## src/rtl/jtcommando_prom_we_if.sv

```systemverilog
// jtcommando_prom_we_if: ROM-loader byte stream in, SDRAM programming and PROM write strobes out.
interface jtcommando_prom_we_if #(
   parameter int PROM_AW  = 8,
   parameter int PROM_NUM = 3
);
   logic                downloading;
   logic [21:0]         ioctl_addr;
   logic [7:0]          ioctl_data;
   logic                ioctl_wr;
   logic                sdram_ack;
   logic [21:0]         prog_addr;
   logic [7:0]          prog_data;
   logic [1:0]          prog_mask;
   logic                prog_we;
   logic [PROM_AW-1:0]  prom_addr;
   logic [7:0]          prom_din;
   logic [PROM_NUM-1:0] prom_we;
   logic                busy;
   logic                overflow;

   modport master (
      output downloading, ioctl_addr, ioctl_data, ioctl_wr, sdram_ack,
      input  prog_addr, prog_data, prog_mask, prog_we,
             prom_addr, prom_din, prom_we, busy, overflow
   );

   modport slave (
      input  downloading, ioctl_addr, ioctl_data, ioctl_wr, sdram_ack,
      output prog_addr, prog_data, prog_mask, prog_we,
             prom_addr, prom_din, prom_we, busy, overflow
   );
endinterface

```

## src/rtl/jtcommando_prom_we.sv

```systemverilog
// jtcommando_prom_we: routes download bytes to SDRAM (two-entry ack-handshake buffer) or one-hot PROM strobes.
module jtcommando_prom_we #(
   parameter logic [21:0] PROM_START = 22'h50000,
   parameter int          PROM_AW    = 8,
   parameter int          PROM_NUM   = 3
) (
   input  logic                   clk,
   input  logic                   rst_n,
   jtcommando_prom_we_if.slave    io_bus
);
   localparam logic [22:0] PROM_END = {1'b0, PROM_START} + 23'(PROM_NUM << PROM_AW);

   typedef enum logic {IDLE, WAIT_ACK} state_t;

   state_t              r_state, w_state;
   logic [21:0]         r_addr, w_addr, r_t_addr, w_t_addr;
   logic [7:0]          r_data, w_data, r_t_data, w_t_data;
   logic [1:0]          r_mask, w_mask, r_t_mask, w_t_mask;
   logic                r_t_vld, w_t_vld, r_ovf, w_ovf;
   logic [PROM_AW-1:0]  r_prom_addr;
   logic [7:0]          r_prom_din;
   logic [PROM_NUM-1:0] r_prom_we, w_prom_we;
   logic                w_acc, w_lo, w_sd, w_prom;
   logic [21:0]         w_off, w_idx, w_n_addr;
   logic [1:0]          w_n_mask;

   assign w_acc     = io_bus.ioctl_wr & io_bus.downloading;
   assign w_lo      = io_bus.ioctl_addr < PROM_START;
   assign w_sd      = w_acc & w_lo;
   assign w_prom    = w_acc & ~w_lo & ({1'b0, io_bus.ioctl_addr} < PROM_END);
   assign w_off     = io_bus.ioctl_addr - PROM_START;
   assign w_idx     = w_off >> PROM_AW;
   assign w_prom_we = w_prom ? PROM_NUM'(1) << w_idx : '0;
   assign w_n_addr  = {1'b0, io_bus.ioctl_addr[21:1]};
   assign w_n_mask  = io_bus.ioctl_addr[0] ? 2'b01 : 2'b10;

   always_comb begin
      w_state  = r_state;
      w_addr   = r_addr;
      w_data   = r_data;
      w_mask   = r_mask;
      w_t_addr = r_t_addr;
      w_t_data = r_t_data;
      w_t_mask = r_t_mask;
      w_t_vld  = r_t_vld;
      w_ovf    = r_ovf;
      if (r_state == IDLE) begin
         if (w_sd) begin
            w_addr  = w_n_addr;
            w_data  = io_bus.ioctl_data;
            w_mask  = w_n_mask;
            w_state = WAIT_ACK;
         end
      end else if (io_bus.sdram_ack) begin
         // ack frees the head: the skid entry moves up, a new byte refills behind it
         if (r_t_vld) begin
            w_addr   = r_t_addr;
            w_data   = r_t_data;
            w_mask   = r_t_mask;
            w_t_vld  = w_sd;
            w_t_addr = w_n_addr;
            w_t_data = io_bus.ioctl_data;
            w_t_mask = w_n_mask;
         end else if (w_sd) begin
            w_addr = w_n_addr;
            w_data = io_bus.ioctl_data;
            w_mask = w_n_mask;
         end else begin
            w_state = IDLE;
         end
      end else if (w_sd) begin
         if (r_t_vld) begin
            w_ovf = 1'b1;
         end else begin
            w_t_vld  = 1'b1;
            w_t_addr = w_n_addr;
            w_t_data = io_bus.ioctl_data;
            w_t_mask = w_n_mask;
         end
      end
   end

   always_ff @(posedge clk or negedge rst_n) begin
      if (!rst_n) begin
         r_state     <= IDLE;
         r_addr      <= '0;
         r_data      <= '0;
         r_mask      <= 2'b11;
         r_t_addr    <= '0;
         r_t_data    <= '0;
         r_t_mask    <= 2'b11;
         r_t_vld     <= 1'b0;
         r_ovf       <= 1'b0;
         r_prom_addr <= '0;
         r_prom_din  <= '0;
         r_prom_we   <= '0;
      end else begin
         r_state   <= w_state;
         r_addr    <= w_addr;
         r_data    <= w_data;
         r_mask    <= w_mask;
         r_t_addr  <= w_t_addr;
         r_t_data  <= w_t_data;
         r_t_mask  <= w_t_mask;
         r_t_vld   <= w_t_vld;
         r_ovf     <= w_ovf;
         r_prom_we <= w_prom_we;
         if (w_prom) begin
            r_prom_addr <= io_bus.ioctl_addr[PROM_AW-1:0];
            r_prom_din  <= io_bus.ioctl_data;
         end
      end
   end

   assign io_bus.prog_addr = r_addr;
   assign io_bus.prog_data = r_data;
   assign io_bus.prog_mask = r_mask;
   assign io_bus.prog_we   = r_state == WAIT_ACK;
   assign io_bus.busy      = (r_state == WAIT_ACK) | r_t_vld;
   assign io_bus.overflow  = r_ovf;
   assign io_bus.prom_addr = r_prom_addr;
   assign io_bus.prom_din  = r_prom_din;
   assign io_bus.prom_we   = r_prom_we;
endmodule
```

## src/flat_wrapper.sv

```systemverilog
// flat-port wrapper written by rule: the top's interface ports become plain ports
module jtcommando_prom_we_flat 
#(
   parameter logic [21:0] PROM_START = 22'h50000,
   parameter int          PROM_AW    = 8,
   parameter int          PROM_NUM   = 3
)
  (clk, rst_n, io_bus_downloading, io_bus_ioctl_addr, io_bus_ioctl_data, io_bus_ioctl_wr, io_bus_sdram_ack, io_bus_prog_addr, io_bus_prog_data, io_bus_prog_mask, io_bus_prog_we, io_bus_prom_addr, io_bus_prom_din, io_bus_prom_we, io_bus_busy, io_bus_overflow);
  jtcommando_prom_we_if #(.PROM_AW(PROM_AW), .PROM_NUM(PROM_NUM)) io_bus_i ();
  input  logic clk;
  input  logic rst_n;
  input wire logic [$bits(io_bus_i.downloading)-1:0] io_bus_downloading;
  input wire logic [$bits(io_bus_i.ioctl_addr)-1:0] io_bus_ioctl_addr;
  input wire logic [$bits(io_bus_i.ioctl_data)-1:0] io_bus_ioctl_data;
  input wire logic [$bits(io_bus_i.ioctl_wr)-1:0] io_bus_ioctl_wr;
  input wire logic [$bits(io_bus_i.sdram_ack)-1:0] io_bus_sdram_ack;
  output wire logic [$bits(io_bus_i.prog_addr)-1:0] io_bus_prog_addr;
  output wire logic [$bits(io_bus_i.prog_data)-1:0] io_bus_prog_data;
  output wire logic [$bits(io_bus_i.prog_mask)-1:0] io_bus_prog_mask;
  output wire logic [$bits(io_bus_i.prog_we)-1:0] io_bus_prog_we;
  output wire logic [$bits(io_bus_i.prom_addr)-1:0] io_bus_prom_addr;
  output wire logic [$bits(io_bus_i.prom_din)-1:0] io_bus_prom_din;
  output wire logic [$bits(io_bus_i.prom_we)-1:0] io_bus_prom_we;
  output wire logic [$bits(io_bus_i.busy)-1:0] io_bus_busy;
  output wire logic [$bits(io_bus_i.overflow)-1:0] io_bus_overflow;
  assign io_bus_i.downloading = io_bus_downloading;
  assign io_bus_i.ioctl_addr = io_bus_ioctl_addr;
  assign io_bus_i.ioctl_data = io_bus_ioctl_data;
  assign io_bus_i.ioctl_wr = io_bus_ioctl_wr;
  assign io_bus_i.sdram_ack = io_bus_sdram_ack;
  assign io_bus_prog_addr = io_bus_i.prog_addr;
  assign io_bus_prog_data = io_bus_i.prog_data;
  assign io_bus_prog_mask = io_bus_i.prog_mask;
  assign io_bus_prog_we = io_bus_i.prog_we;
  assign io_bus_prom_addr = io_bus_i.prom_addr;
  assign io_bus_prom_din = io_bus_i.prom_din;
  assign io_bus_prom_we = io_bus_i.prom_we;
  assign io_bus_busy = io_bus_i.busy;
  assign io_bus_overflow = io_bus_i.overflow;
  jtcommando_prom_we #(.PROM_START(PROM_START), .PROM_AW(PROM_AW), .PROM_NUM(PROM_NUM)) u_core (.clk(clk), .rst_n(rst_n), .io_bus(io_bus_i));
endmodule
```

## config.mk

```make
export PLATFORM = sky130hd
export DESIGN_NAME = jtcommando_prom_we_flat
export DESIGN_NICKNAME = d
export VERILOG_FILES = /design/src/rtl/jtcommando_prom_we_if.sv /design/src/rtl/jtcommando_prom_we.sv /design/src/flat_wrapper.sv
export SDC_FILE = /design/constraint.sdc
export NUM_CORES = 1
export LEC_CHECK = 0
export BUFFER_PORTS_ARGS = -buffer_cell sky130_fd_sc_hd__buf_2
export CAP_MARGIN = 15
export CORE_MARGIN = 5
export CORE_UTILIZATION = 55
export CTS_BUF_LIST = sky130_fd_sc_hd__clkbuf_4 sky130_fd_sc_hd__clkbuf_8
export DETAILED_ROUTE_END_ITERATION = 7
export GPL_ROUTABILITY_DRIVEN = 0
export PLACE_DENSITY = 0.82
export SYNTH_ARGS = -nofsm -noshare
export SYNTH_HDL_FRONTEND = slang
export SYNTH_SLANG_ARGS = --single-unit
```

## constraint.sdc

```tcl
create_clock -name clk -period 1.87 [get_ports clk]
set_input_delay 0.187 -clock clk [delete_from_list [all_inputs] [get_ports clk]]
set_output_delay 0.187 -clock clk [all_outputs]
set_load 0.05 [all_outputs]
```

==> results of run 1 <==
[flip-flops by register name, indices dropped and copies added (netlist names)]
| signal | flops |
|---|---|
| u_core.r_t_mask | 2 |
| u_core.io_bus.prom_din | 8 |
| u_core.io_bus.prog_mask | 2 |
| u_core.r_t_vld | 1 |
| u_core.r_t_addr | 21 |
| u_core.io_bus.prom_we | 3 |
| u_core.r_t_data | 8 |
| u_core.io_bus.overflow | 1 |
| u_core.io_bus.prog_addr | 22 |
| u_core.io_bus.prom_addr | 8 |
| u_core.io_bus.prog_we | 1 |
| u_core.io_bus.prog_data | 8 |
[power breakdown]
part           internal (mW)  switching, mW
combinational           1.22           2.33
clock                  0.773          0.717
sequential              2.61          0.443
[cell usage after synthesis (2+ instances only)]
cell type	instances	area [um2]
a22o_1	2	17.5
a2bb2oi_1	28	245
buf_2	4	20.0
buf_6	3	33.8
clkbuf_1	11	41.3
dfrtp_1	81	2030
dfstp_2	4	105
ha_1	2	25.0
inv_1	7	26.3
mux2_1	20	225
mux2_2	13	146
mux2_4	10	150
mux2i_1	3	30.0
nand2_1	6	22.5
nand2b_1	2	12.5
nand3_1	2	10.0
nand3b_1	2	15.0
nand4_1	2	12.5
nor2_1	5	18.8
nor2b_1	4	25.0
nor3_1	6	30.0
nor3b_1	2	15.0
nor4_1	2	12.5
o21ai_0	2	10.0
o22ai_1	30	188
[cell families after synthesis]
| group | synth area share [%] |
|---|---|
| DFF | 58.7 |
| AOI/OAI and AO/OA | 15.0 |
| muxes | 15.2 |
| and+or+nand+nor | 7.03 |
| buffers and inverters | 3.34 |
| adders and majority gates | 0.689 |
[stage by stage]
stage          util [%]  TNS (ns)  instances
2_1_floorplan         -   -0.0121        270
3_3_place_gp       66.4         0        435
3_5_place_dp       66.4    -0.100        435
4_1_cts            70.1         0        452
5_1_grt            70.1         0        452
6_report           70.1         0        452
[metal layers]
metal,vias up,GRT usage (%),wire length (um)
met5,-,0,0
met1,1326,28.7,3760
met2,83,31.3,3840
met3,9,5.62,536
met4,0,5.75,94
li1,1221,-,-
[layout make-up]
type	count	share of cell area, %
clock buffers	9	2.77
multi-input cells	160	30.8
clock inverters	7	2.35
repair buffers	107	13.7
flip-flops and latches	85	47.6
well taps	77	2.15
inverters	7	0.587
[repair_timing]
action,CTS,global route
hold buffers,1,0
buffers inserted,0,0
endpoints found under the hold margin,25,0
[critical path, delay by kind of cell (launching register included)]
kind | cells | cell delay (ns)
DFF | 1 | 0.51
and+or+nand+nor | 1 | 0.30
buffers and inverters | 2 | 0.42
[how the worst max path moves through the flow]
stage                               start  slack [ns]             endpoint
finish                     u_core.r_t_vld        0.10          io_bus_busy
detailed placement  io_bus_ioctl_addr[17]       -0.02  u_core.r_t_addr[12]
global placement    io_bus_ioctl_addr[17]        0.04   u_core.r_t_data[4]
global route               u_core.r_t_vld        0.05          io_bus_busy
floorplan           u_core.io_bus.prog_we     -0.0006   u_core.r_t_addr[0]
CTS                        u_core.r_t_vld        0.10          io_bus_busy
==> run_summary.xml, run 1 <==
<?xml version="1.0" encoding="UTF-8"?>
<metrics>
  <group name="run_status">
    <metric name="run_status" unit="">completed</metric>
  </group>
  <group name="die">
    <metric name="io_pins" unit="">89</metric>
    <metric name="initial_core_util" unit="%">56.9</metric>
    <metric name="design.core.area" unit="um2">6390</metric>
    <metric name="chipWidth" unit="um">91.3</metric>
    <metric name="row_count" unit="">29</metric>
    <metric name="chipHeight" unit="um">91.3</metric>
    <metric name="die_area" unit="um2">8330</metric>
  </group>
  <group name="worst_setup_path">
    <metric name="slowest_delay" unit="ns">0.51</metric>
    <metric name="worstPathRequired" unit="ns">1.68</metric>
    <metric name="critPathKind" unit="">reg -&gt; out</metric>
    <metric name="critPathSlowestCell" unit="">dfrtp_1</metric>
    <metric name="r2r_cells" unit="">5</metric>
    <metric name="crit-reg2reg-launch" unit="">u_core.r_t_vld</metric>
    <metric name="worst_r2r_endpoint" unit="">u_core.r_t_addr[2]</metric>
    <metric name="cp_cell_sequence" unit="">buf_4 &gt; or2_2 &gt; buf_2</metric>
    <metric name="setup.worst_path.start_class" unit="">register</metric>
    <metric name="rrSetupSlack" unit="ns">0.18</metric>
    <metric name="critPathArrivalTime" unit="ns">1.58</metric>
    <metric name="critical_path_maximum_fanout" unit="">9</metric>
    <metric name="worstSetupEndpointType" unit="">output port</metric>
  </group>
  <group name="synthesis">
    <metric name="syn_inst" unit="">270</metric>
    <metric name="synth_sequential_area_ratio" unit="%">58.7</metric>
    <metric name="synth_seq_cells" unit="">85</metric>
    <metric name="synth_enable_flop_cells" unit="">0</metric>
    <metric name="synth_ff_type" unit="">dfrtp_1</metric>
    <metric name="synth-async-reset-ratio" unit="%">100</metric>
    <metric name="post_synth_num_cell_types" unit="">42</metric>
    <metric name="syn_area" unit="um2">3630</metric>
    <metric name="ys_warn_count" unit="">0</metric>
    <metric name="syn_avg_cell_area" unit="um2">13.4</metric>
    <metric name="syn_nets" unit="">307</metric>
  </group>
  <group name="layout">
    <metric name="seqCellArea" unit="um2">2130</metric>
    <metric name="drive_gt1_share" unit="%">42.4</metric>
    <metric name="layout_common_cells" unit="">buf_2, dfrtp_1, o22ai_1</metric>
    <metric name="most_common_cell_after_layout_fill_and_taps_aside" unit="">buf_2</metric>
    <metric name="nets" unit="">407</metric>
    <metric name="non_filler_cell_area_final" unit="um2">4480</metric>
    <metric name="antenna_diode_count" unit="">0</metric>
    <metric name="area_used_by_multi_input_combinational_logic" unit="um2">1380</metric>
    <metric name="nFillCells" unit="">455</metric>
    <metric name="area_growth_syn_to_layout" unit="%">23.4</metric>
  </group>
  <group name="cts">
    <metric name="htreeDepth" unit="">3</metric>
    <metric name="cts_tree" unit="">built</metric>
    <metric name="cts_buffer_depth" unit="">2</metric>
    <metric name="post_cts_resize_count" unit="">0</metric>
    <metric name="clock_sinks" unit="">85</metric>
    <metric name="insertion_delay" unit="ns">0.36</metric>
    <metric name="ctsRootBufferMaster" unit="">clkbuf_8</metric>
    <metric name="path_clk_slew" unit="ns">0.10</metric>
    <metric name="total_clock_buffers_created_by_cts" unit="">9</metric>
  </group>
  <group name="timing">
    <metric name="worst-slew-pin-transition" unit="ns">0.403</metric>
    <metric name="finalHoldViolations" unit="">0</metric>
    <metric name="setup-violations-final" unit="">0</metric>
    <metric name="finalWorstPathRequiredPeriod" unit="ns">1.77</metric>
    <metric name="min_period_over_period" unit="%">94.5</metric>
    <metric name="rsz0062_at_grt" unit="">no</metric>
    <metric name="final_setup_slack_of_the_worst_path" unit="ns">0.103</metric>
    <metric name="fmax" unit="MHz">566</metric>
    <metric name="final.setup_skew" unit="ns">0.0120</metric>
    <metric name="final.hold.worst_slack" unit="ns">0.0721</metric>
    <metric name="drv_slew" unit="">0</metric>
    <metric name="slew-limit-headroom" unit="%">72.9</metric>
  </group>
  <group name="min_path">
    <metric name="hold-path-endpoint" unit="">u_core.r_t_addr[5]</metric>
    <metric name="timing.hold.worst_path_depth" unit="">2</metric>
    <metric name="worstHoldStart" unit="">io_bus_ioctl_addr[6]</metric>
    <metric name="worst_hold_path_type" unit="">in -&gt; reg</metric>
  </group>
  <group name="power">
    <metric name="total_power" unit="mW">8.09</metric>
    <metric name="power_density" unit="nW/um2">1810</metric>
    <metric name="static-leakage-power" unit="nW">2.17</metric>
    <metric name="peakVddDrop" unit="mV">1.16</metric>
  </group>
  <group name="grt">
    <metric name="grt_pass1_wl" unit="mm">13.7</metric>
    <metric name="grt_util_all_layers" unit="%">20.4</metric>
    <metric name="grt_max_degree" unit="">41</metric>
    <metric name="grt.overflow.total" unit="">0</metric>
    <metric name="number_of_global_route_vias_before_repair" unit="">2679</metric>
    <metric name="initial_antenna_violation_count" unit="">0</metric>
  </group>
  <group name="placement">
    <metric name="dp.final_hpwl" unit="mm">5.63</metric>
    <metric name="placed_cell_area" unit="um2">4240</metric>
    <metric name="post-place-ws" unit="ns">-0.0174</metric>
    <metric name="buffer_ports.inserted" unit="">88</metric>
  </group>
  <group name="detailed_routing">
    <metric name="drc_errors" unit="">0</metric>
    <metric name="num_vias" unit="">2639</metric>
    <metric name="viasPerCell" unit="">5.84</metric>
    <metric name="detailedRoute.firstPassIterationCount" unit="">4</metric>
    <metric name="drt-total-wl" unit="mm">8.23</metric>
    <metric name="avg_wl_per_cell" unit="um">18.2</metric>
    <metric name="drtIter0Drc" unit="">109</metric>
    <metric name="postRouteAntennaNets" unit="">0</metric>
  </group>
  <group name="run">
    <metric name="drv.max_cap_violation_count" unit="">0</metric>
  </group>
</metrics>
No activity file was read; power rests on OpenSTA's default activity.
==> inputs of run 2 (changes only) <==
--- a/config.mk
+++ b/config.mk
@@ -12,6 +12,7 @@
 export CTS_BUF_LIST = sky130_fd_sc_hd__clkbuf_4 sky130_fd_sc_hd__clkbuf_8
 export DETAILED_ROUTE_END_ITERATION = 7
 export GPL_ROUTABILITY_DRIVEN = 0
+export GPL_TIMING_DRIVEN = 0
 export PLACE_DENSITY = 0.82
 export SYNTH_ARGS = -nofsm -noshare
 export SYNTH_HDL_FRONTEND = slang
==> run 2 against run 1 <==
Sequential cell count unchanged; clock power decreased by 21%; total power decreased by 4.0%; via count about the same; worst setup slack got worse by 0.022 ns; register-to-register slack got worse by 0.10 ns; cell count increased by 0.66%; sequential share of layout area increased by 0.72 points; non-clock buffer count increased by 3; largest cell class unchanged; highest routed layer unchanged.
==> run_summary.xml, run 2 (synthesis results as in run 1) <==
<?xml version="1.0" encoding="UTF-8"?>
<metrics>
  <group name="power">
    <metric name="power_density" unit="nW/um2">1760</metric>
    <metric name="total_power" unit="mW">7.77</metric>
    <metric name="peakVddDrop" unit="mV">1.23</metric>
    <metric name="static-leakage-power" unit="nW">2.14</metric>
  </group>
  <group name="timing">
    <metric name="finalHoldViolations" unit="">0</metric>
    <metric name="finalWorstPathRequiredPeriod" unit="ns">1.79</metric>
    <metric name="drv_slew" unit="">0</metric>
    <metric name="fmax" unit="MHz">559</metric>
    <metric name="final.setup_skew" unit="ns">0.00731</metric>
    <metric name="setup-violations-final" unit="">0</metric>
    <metric name="worst-slew-pin-transition" unit="ns">0.539</metric>
    <metric name="min_period_over_period" unit="%">95.7</metric>
    <metric name="slew-limit-headroom" unit="%">63.8</metric>
  </group>
  <group name="layout">
    <metric name="largest_reg_flops" unit="">22</metric>
    <metric name="final_cell_count_no_fill" unit="">455</metric>
    <metric name="area_growth_syn_to_layout" unit="%">21.5</metric>
    <metric name="drive_gt1_share" unit="%">41.3</metric>
    <metric name="final_util" unit="%">69.1</metric>
    <metric name="antenna_diode_count" unit="">0</metric>
    <metric name="nets" unit="">410</metric>
    <metric name="most_common_cell_after_layout_fill_and_taps_aside" unit="">buf_2</metric>
    <metric name="layout_common_cells" unit="">buf_2, dfrtp_1, o22ai_1</metric>
  </group>
  <group name="cts">
    <metric name="htreeDepth" unit="">3</metric>
    <metric name="insertion_delay" unit="ns">0.35</metric>
    <metric name="cts_tree" unit="">built</metric>
    <metric name="ctsRootBufferMaster" unit="">clkbuf_8</metric>
    <metric name="clock_sinks" unit="">85</metric>
    <metric name="cts_buffer_depth" unit="">2</metric>
    <metric name="path_clk_slew" unit="ns">0.09</metric>
    <metric name="total_clock_buffers_created_by_cts" unit="">9</metric>
  </group>
  <group name="detailed_routing">
    <metric name="num_vias" unit="">2641</metric>
    <metric name="drtIter0Drc" unit="">110</metric>
    <metric name="drt-total-wl" unit="mm">8.26</metric>
    <metric name="avg_wl_per_cell" unit="um">18.2</metric>
    <metric name="postRouteAntennaNets" unit="">0</metric>
    <metric name="drc_errors" unit="">0</metric>
    <metric name="viasPerCell" unit="">5.80</metric>
    <metric name="detailedRoute.firstPassIterationCount" unit="">4</metric>
  </group>
  <group name="worst_setup_path">
    <metric name="critPathArrivalTime" unit="ns">2.00</metric>
    <metric name="crit_family" unit="">buffers and inverters</metric>
    <metric name="r2r_cells" unit="">5</metric>
    <metric name="worstSetupEndpointType" unit="">register</metric>
    <metric name="cp_cell_sequence" unit="">buf_2 &gt; nand2_1 &gt; a21oi_1 &gt; clkbuf_1 &gt; o22ai_1</metric>
    <metric name="critPathKind" unit="">reg -&gt; reg</metric>
    <metric name="setup.worst_path.start_class" unit="">register</metric>
    <metric name="slowest_delay" unit="ns">0.44</metric>
    <metric name="cp.buffers_inverters" unit="">2</metric>
    <metric name="worst-path-stages" unit="">5</metric>
    <metric name="worstPathRequired" unit="ns">2.08</metric>
    <metric name="critical_path_maximum_fanout" unit="">10</metric>
    <metric name="critPathSlowestCell" unit="">clkbuf_1</metric>
  </group>
  <group name="run">
    <metric name="drv.max_cap_violation_count" unit="">0</metric>
  </group>
  <group name="grt">
    <metric name="grt_max_degree" unit="">54</metric>
    <metric name="grt.overflow.total" unit="">0</metric>
    <metric name="grt_util_all_layers" unit="%">20.2</metric>
    <metric name="initial_antenna_violation_count" unit="">0</metric>
    <metric name="number_of_global_route_vias_before_repair" unit="">2757</metric>
    <metric name="grt_pass1_wl" unit="mm">13.7</metric>
  </group>
  <group name="die">
    <metric name="initial_core_util" unit="%">56.9</metric>
    <metric name="chipHeight" unit="um">91.3</metric>
    <metric name="io_pins" unit="">89</metric>
    <metric name="die_area" unit="um2">8330</metric>
    <metric name="row_count" unit="">29</metric>
    <metric name="design.core.area" unit="um2">6390</metric>
    <metric name="chipWidth" unit="um">91.3</metric>
  </group>
  <group name="placement">
    <metric name="buffer_ports.inserted" unit="">88</metric>
    <metric name="place_inst" unit="">436</metric>
    <metric name="dp.final_hpwl" unit="mm">5.80</metric>
  </group>
  <group name="min_path">
    <metric name="worst_hold_path_type" unit="">in -&gt; reg</metric>
    <metric name="timing.hold.worst_path_depth" unit="">2</metric>
  </group>
  <group name="run_status">
    <metric name="run_status" unit="">completed</metric>
  </group>
</metrics>
==> run 2: cell count changes in the layout (fill, tap and decap cells not counted), moves of 2 or more <==
cell / change
clkinv_2: +2
buf_2: +3
buf_6: +4
clkbuf_1: +5
bufinv_16: -2
clkbuf_2: +6
buf_4: -14
buf_12: -2
==> run 2: cell type report <==
| type | instances | area (um2) |
|---|---|---|
| repair buffers | 92 | 495 |
| clock buffers | 9 | 124 |
| flip-flops and latches | 85 | 2130 |
| multi-input cells | 160 | 1380 |
| inverters | 7 | 26.3 |
| well taps | 77 | 96.3 |
| clock inverters | 7 | 51.3 |
| fillers | 487 | 1970 |
| plain buffers | 18 | 109 |
==> run 2: metal layers <==
| metal | vias up | part of all wire, % | track usage [%] |
|---|---|---|---|
| li1 | 1221 | - | - |
| met1 | 1334 | 45 | 27.6 |
| met2 | 80 | 47 | 31.8 |
| met3 | 6 | 6.4 | 4.88 |
| met4 | 0 | 0.98 | 6.85 |
| met5 | - | 0 | 0 |
==> run 2: worst register-to-register path, cell delays in order (launching register included) <==
cell      delay [ns]
dfrtp_1         0.41
buf_2           0.23
nand2_1         0.13
a21oi_1         0.29
clkbuf_1        0.44
o22ai_1         0.16
==> run 2: power breakdown <==
group | switching (mW) | internal [mW] | leakage (nW)
logic | 2.37 | 1.22 | 1.03
clock network | 0.690 | 0.487 | 0.0856
registers | 0.400 | 2.61 | 1.03
==> run 2: final timing paths <==
path	start	to	slack (ns)
worst max-delay path	u_core.r_t_vld	u_core.io_bus.prog_addr[19]	0.08
worst min-delay path	io_bus_ioctl_addr[3]	u_core.r_t_addr[2]	0.08
worst max register to register	u_core.r_t_vld	u_core.io_bus.prog_addr[19]	0.08
worst min register to register	u_core.io_bus.overflow	u_core.io_bus.overflow	0.47
max in group asynchronous	rst_n	u_core.io_bus.prog_mask[1]	0.91
min in group asynchronous	rst_n	u_core.io_bus.prom_din[3]	0.32
==> run 2: through the flow <==
| stage | instance area (um2) | setup slack, ns | TNS (ns) | hold WS (ns) |
|---|---|---|---|---|
| floorplan | 3640 | -0.000639 | -0.0121 | -0.109 |
| global route | 4410 | -0.0151 | -0.0283 | 0.0739 |
| detailed placement | 4210 | -0.434 | -16.56 | 0.164 |
| global placement | 4180 | -0.310 | -14.25 | 0.425 |
| finish | 4410 | 0.0803 | 0 | 0.0804 |
| CTS | 4410 | 0.0570 | 0 | 0.0633 |
==> run 2: repair_timing <==
item,4_1_cts,5_1_grt
buffers inserted,2,0
pin swaps,2,0
endpoints found under the setup margin,40,20
endpoints found under the hold margin,31,0
resized for setup,2,6
hold buffers,1,0
==> inputs of run 3 (changes only) <==
--- a/config.mk
+++ b/config.mk
@@ -8,12 +8,12 @@
 export BUFFER_PORTS_ARGS = -buffer_cell sky130_fd_sc_hd__buf_2
 export CAP_MARGIN = 15
 export CORE_MARGIN = 5
-export CORE_UTILIZATION = 55
+export CORE_UTILIZATION = 50
 export CTS_BUF_LIST = sky130_fd_sc_hd__clkbuf_4 sky130_fd_sc_hd__clkbuf_8
 export DETAILED_ROUTE_END_ITERATION = 7
 export GPL_ROUTABILITY_DRIVEN = 0
 export GPL_TIMING_DRIVEN = 0
-export PLACE_DENSITY = 0.82
+export PLACE_DENSITY = 0.75
 export SYNTH_ARGS = -nofsm -noshare
 export SYNTH_HDL_FRONTEND = slang
 export SYNTH_SLANG_ARGS = --single-unit
==> constraint.sdc (replaced) <==
create_clock -name clk -period 1.5 [get_ports clk]
set_input_delay 0.15 -clock clk [delete_from_list [all_inputs] [get_ports clk]]
set_output_delay 0.15 -clock clk [all_outputs]
set_load 0.05 [all_outputs]
==> run 3 against run 2 <==
The flow now finishes with violations (setup timing); worst setup slack got worse by 0.17 ns; register-to-register slack worse by 0.17 ns; total power is 38% higher; cell count rose by 7.7%; die area increased by 8.9%; sequential share of layout area shrank 4.3 points; sequential power grew 26%; first-iteration DRC count shrank 8.2%; clock-buffer cell count is 2 higher; largest cell class unchanged; highest routed layer unchanged.
==> run_summary.xml, run 3 (synthesis results as in run 1) <==
<?xml version="1.0" encoding="UTF-8"?>
<metrics>
  <group name="placement">
    <metric name="placed_cell_area" unit="um2">4280</metric>
    <metric name="post-place-ws" unit="ns">-0.595</metric>
    <metric name="dp.final_hpwl" unit="mm">5.89</metric>
    <metric name="place_inst" unit="">458</metric>
    <metric name="buffer_ports.inserted" unit="">88</metric>
  </group>
  <group name="layout">
    <metric name="drive_gt1_share" unit="%">52.2</metric>
    <metric name="nFillCells" unit="">532</metric>
    <metric name="nets" unit="">423</metric>
    <metric name="antenna_diode_count" unit="">0</metric>
    <metric name="non_filler_cell_area_final" unit="um2">4840</metric>
    <metric name="largest_reg_flops" unit="">22</metric>
    <metric name="area_used_by_multi_input_combinational_logic" unit="um2">1550</metric>
    <metric name="layout_common_cells" unit="">buf_2, dfrtp_1, mux2_4</metric>
    <metric name="most_common_cell_after_layout_fill_and_taps_aside" unit="">buf_2</metric>
    <metric name="area_growth_syn_to_layout" unit="%">33.4</metric>
    <metric name="seqCellArea" unit="um2">2130</metric>
    <metric name="final_cell_count_no_fill" unit="">490</metric>
  </group>
  <group name="power">
    <metric name="peakVddDrop" unit="mV">1.37</metric>
    <metric name="power_density" unit="nW/um2">2210</metric>
    <metric name="static-leakage-power" unit="nW">2.35</metric>
  </group>
  <group name="timing">
    <metric name="worst-slew-pin-transition" unit="ns">0.548</metric>
    <metric name="setup-violations-final" unit="">28</metric>
    <metric name="timing.setup.tns" unit="ns">-1.71</metric>
    <metric name="finalHoldViolations" unit="">0</metric>
    <metric name="fmax" unit="MHz">631</metric>
    <metric name="rsz0062_at_grt" unit="">yes</metric>
    <metric name="final_setup_slack_of_the_worst_path" unit="ns">-0.0854</metric>
    <metric name="final.setup_skew" unit="ns">0.0105</metric>
    <metric name="final.hold.worst_slack" unit="ns">0.0532</metric>
    <metric name="finalWorstPathRequiredPeriod" unit="ns">1.59</metric>
    <metric name="drv_slew" unit="">0</metric>
    <metric name="min_period_over_period" unit="%">106</metric>
    <metric name="slew-limit-headroom" unit="%">63.5</metric>
  </group>
  <group name="cts">
    <metric name="path_clk_slew" unit="ns">0.09</metric>
    <metric name="clock_sinks" unit="">85</metric>
    <metric name="ctsRootBufferMaster" unit="">clkbuf_8</metric>
    <metric name="cts_tree" unit="">built</metric>
    <metric name="htreeDepth" unit="">3</metric>
    <metric name="total_clock_buffers_created_by_cts" unit="">9</metric>
    <metric name="cts_buffer_depth" unit="">2</metric>
    <metric name="insertion_delay" unit="ns">0.34</metric>
  </group>
  <group name="detailed_routing">
    <metric name="drt-total-wl" unit="mm">9.08</metric>
    <metric name="avg_wl_per_cell" unit="um">18.5</metric>
    <metric name="postRouteAntennaNets" unit="">0</metric>
    <metric name="detailedRoute.firstPassIterationCount" unit="">4</metric>
    <metric name="num_vias" unit="">2685</metric>
    <metric name="drtIter0Drc" unit="">101</metric>
    <metric name="viasPerCell" unit="">5.48</metric>
    <metric name="drc_errors" unit="">0</metric>
  </group>
  <group name="die">
    <metric name="die_area" unit="um2">9070</metric>
    <metric name="design.core.area" unit="um2">7180</metric>
    <metric name="row_count" unit="">31</metric>
    <metric name="chipHeight" unit="um">95.2</metric>
    <metric name="initial_core_util" unit="%">50.6</metric>
    <metric name="io_pins" unit="">89</metric>
    <metric name="chipWidth" unit="um">95.2</metric>
  </group>
  <group name="worst_setup_path">
    <metric name="critical_path_maximum_fanout" unit="">7</metric>
    <metric name="worstPathRequired" unit="ns">1.72</metric>
    <metric name="setup.worst_path.start_class" unit="">register</metric>
    <metric name="critPathKind" unit="">reg -&gt; reg</metric>
    <metric name="critPathArrivalTime" unit="ns">1.81</metric>
    <metric name="worstSetupEndpointType" unit="">register</metric>
  </group>
  <group name="run">
    <metric name="drv.max_cap_violation_count" unit="">0</metric>
  </group>
  <group name="grt">
    <metric name="grt_max_degree" unit="">45</metric>
    <metric name="initial_antenna_violation_count" unit="">0</metric>
    <metric name="grt.overflow.total" unit="">0</metric>
    <metric name="grt_util_all_layers" unit="%">20.8</metric>
    <metric name="grt_pass1_wl" unit="mm">14.6</metric>
    <metric name="number_of_global_route_vias_before_repair" unit="">2894</metric>
  </group>
  <group name="run_status">
    <metric name="run_status" unit="">finished, violations left</metric>
    <metric name="violations" unit="">setup timing</metric>
  </group>
  <group name="min_path">
    <metric name="worst_hold_path_type" unit="">in -&gt; reg</metric>
  </group>
</metrics>
-- run 3: critical path, stage by stage (launching register included) --
cell and delay, ns:
dfrtp_2 0.38, buf_6 0.12, nand2b_4 0.07, o31ai_4 0.24
buf_6 0.18, buf_8 0.15, mux2_4 0.31
-- run 3: area by class of cell --
| class | count | share of cell area, % |
|---|---|---|
| buffer | 17 | 3.51 |
| clock buffer | 11 | 2.87 |
| clock inverter | 5 | 1.27 |
| inverter | 7 | 0.543 |
| multi-input combinational | 160 | 32.1 |
| sequential | 85 | 44.1 |
| tap | 99 | 2.56 |
| timing repair buffer | 106 | 13.1 |
-- run 3: final timing paths --
kind	slack [ns]	depth (start not counted)	endpoint	start
worst max-delay path	-0.09	6	u_core.r_t_data[4]	u_core.io_bus.prog_we
worst max register to register	-0.09	6	u_core.r_t_data[4]	u_core.io_bus.prog_we
min in group asynchronous	0.34	2	u_core.r_t_addr[17]	rst_n
max in group asynchronous	0.50	3	u_core.r_t_mask[0]	rst_n
worst min-delay path	0.05	2	u_core.io_bus.prom_we[1]	io_bus_ioctl_addr[9]
worst min register to register	0.47	1	u_core.io_bus.overflow	u_core.io_bus.overflow
-- run 3: what timing repair did --
item,4_1_cts,5_1_grt
hold buffers,1,0
endpoints found under the setup margin,60,71
resized for setup,43,24
buffers inserted,10,3
pin swaps,2,7
cloned,2,1
hold endpoints to repair,40,0
-- run 3: where the power goes --
part           leakage (nW)  switching, mW  internal (mW)
Combinational          1.23           3.13           2.13
Sequential             1.03          0.547           3.26
Clock                0.0926          0.816          0.811
Total                  2.35           4.50           6.20
-- run 3: routing by layer --
metal | global-route usage, % | routed length (um)
met4 | 6.37 | 102
met3 | 4.10 | 496
met1 | 29.2 | 4180
met2 | 32.8 | 4300
met5 | 0 | 0
-- run 3: through the flow --
stage,util [%],total power [mW]
floorplan,-,7.14
global placement,59.3,8.12
detailed placement,59.6,8.26
CTS,65.8,10.5
global route,67.5,11.2
finish,67.5,10.7
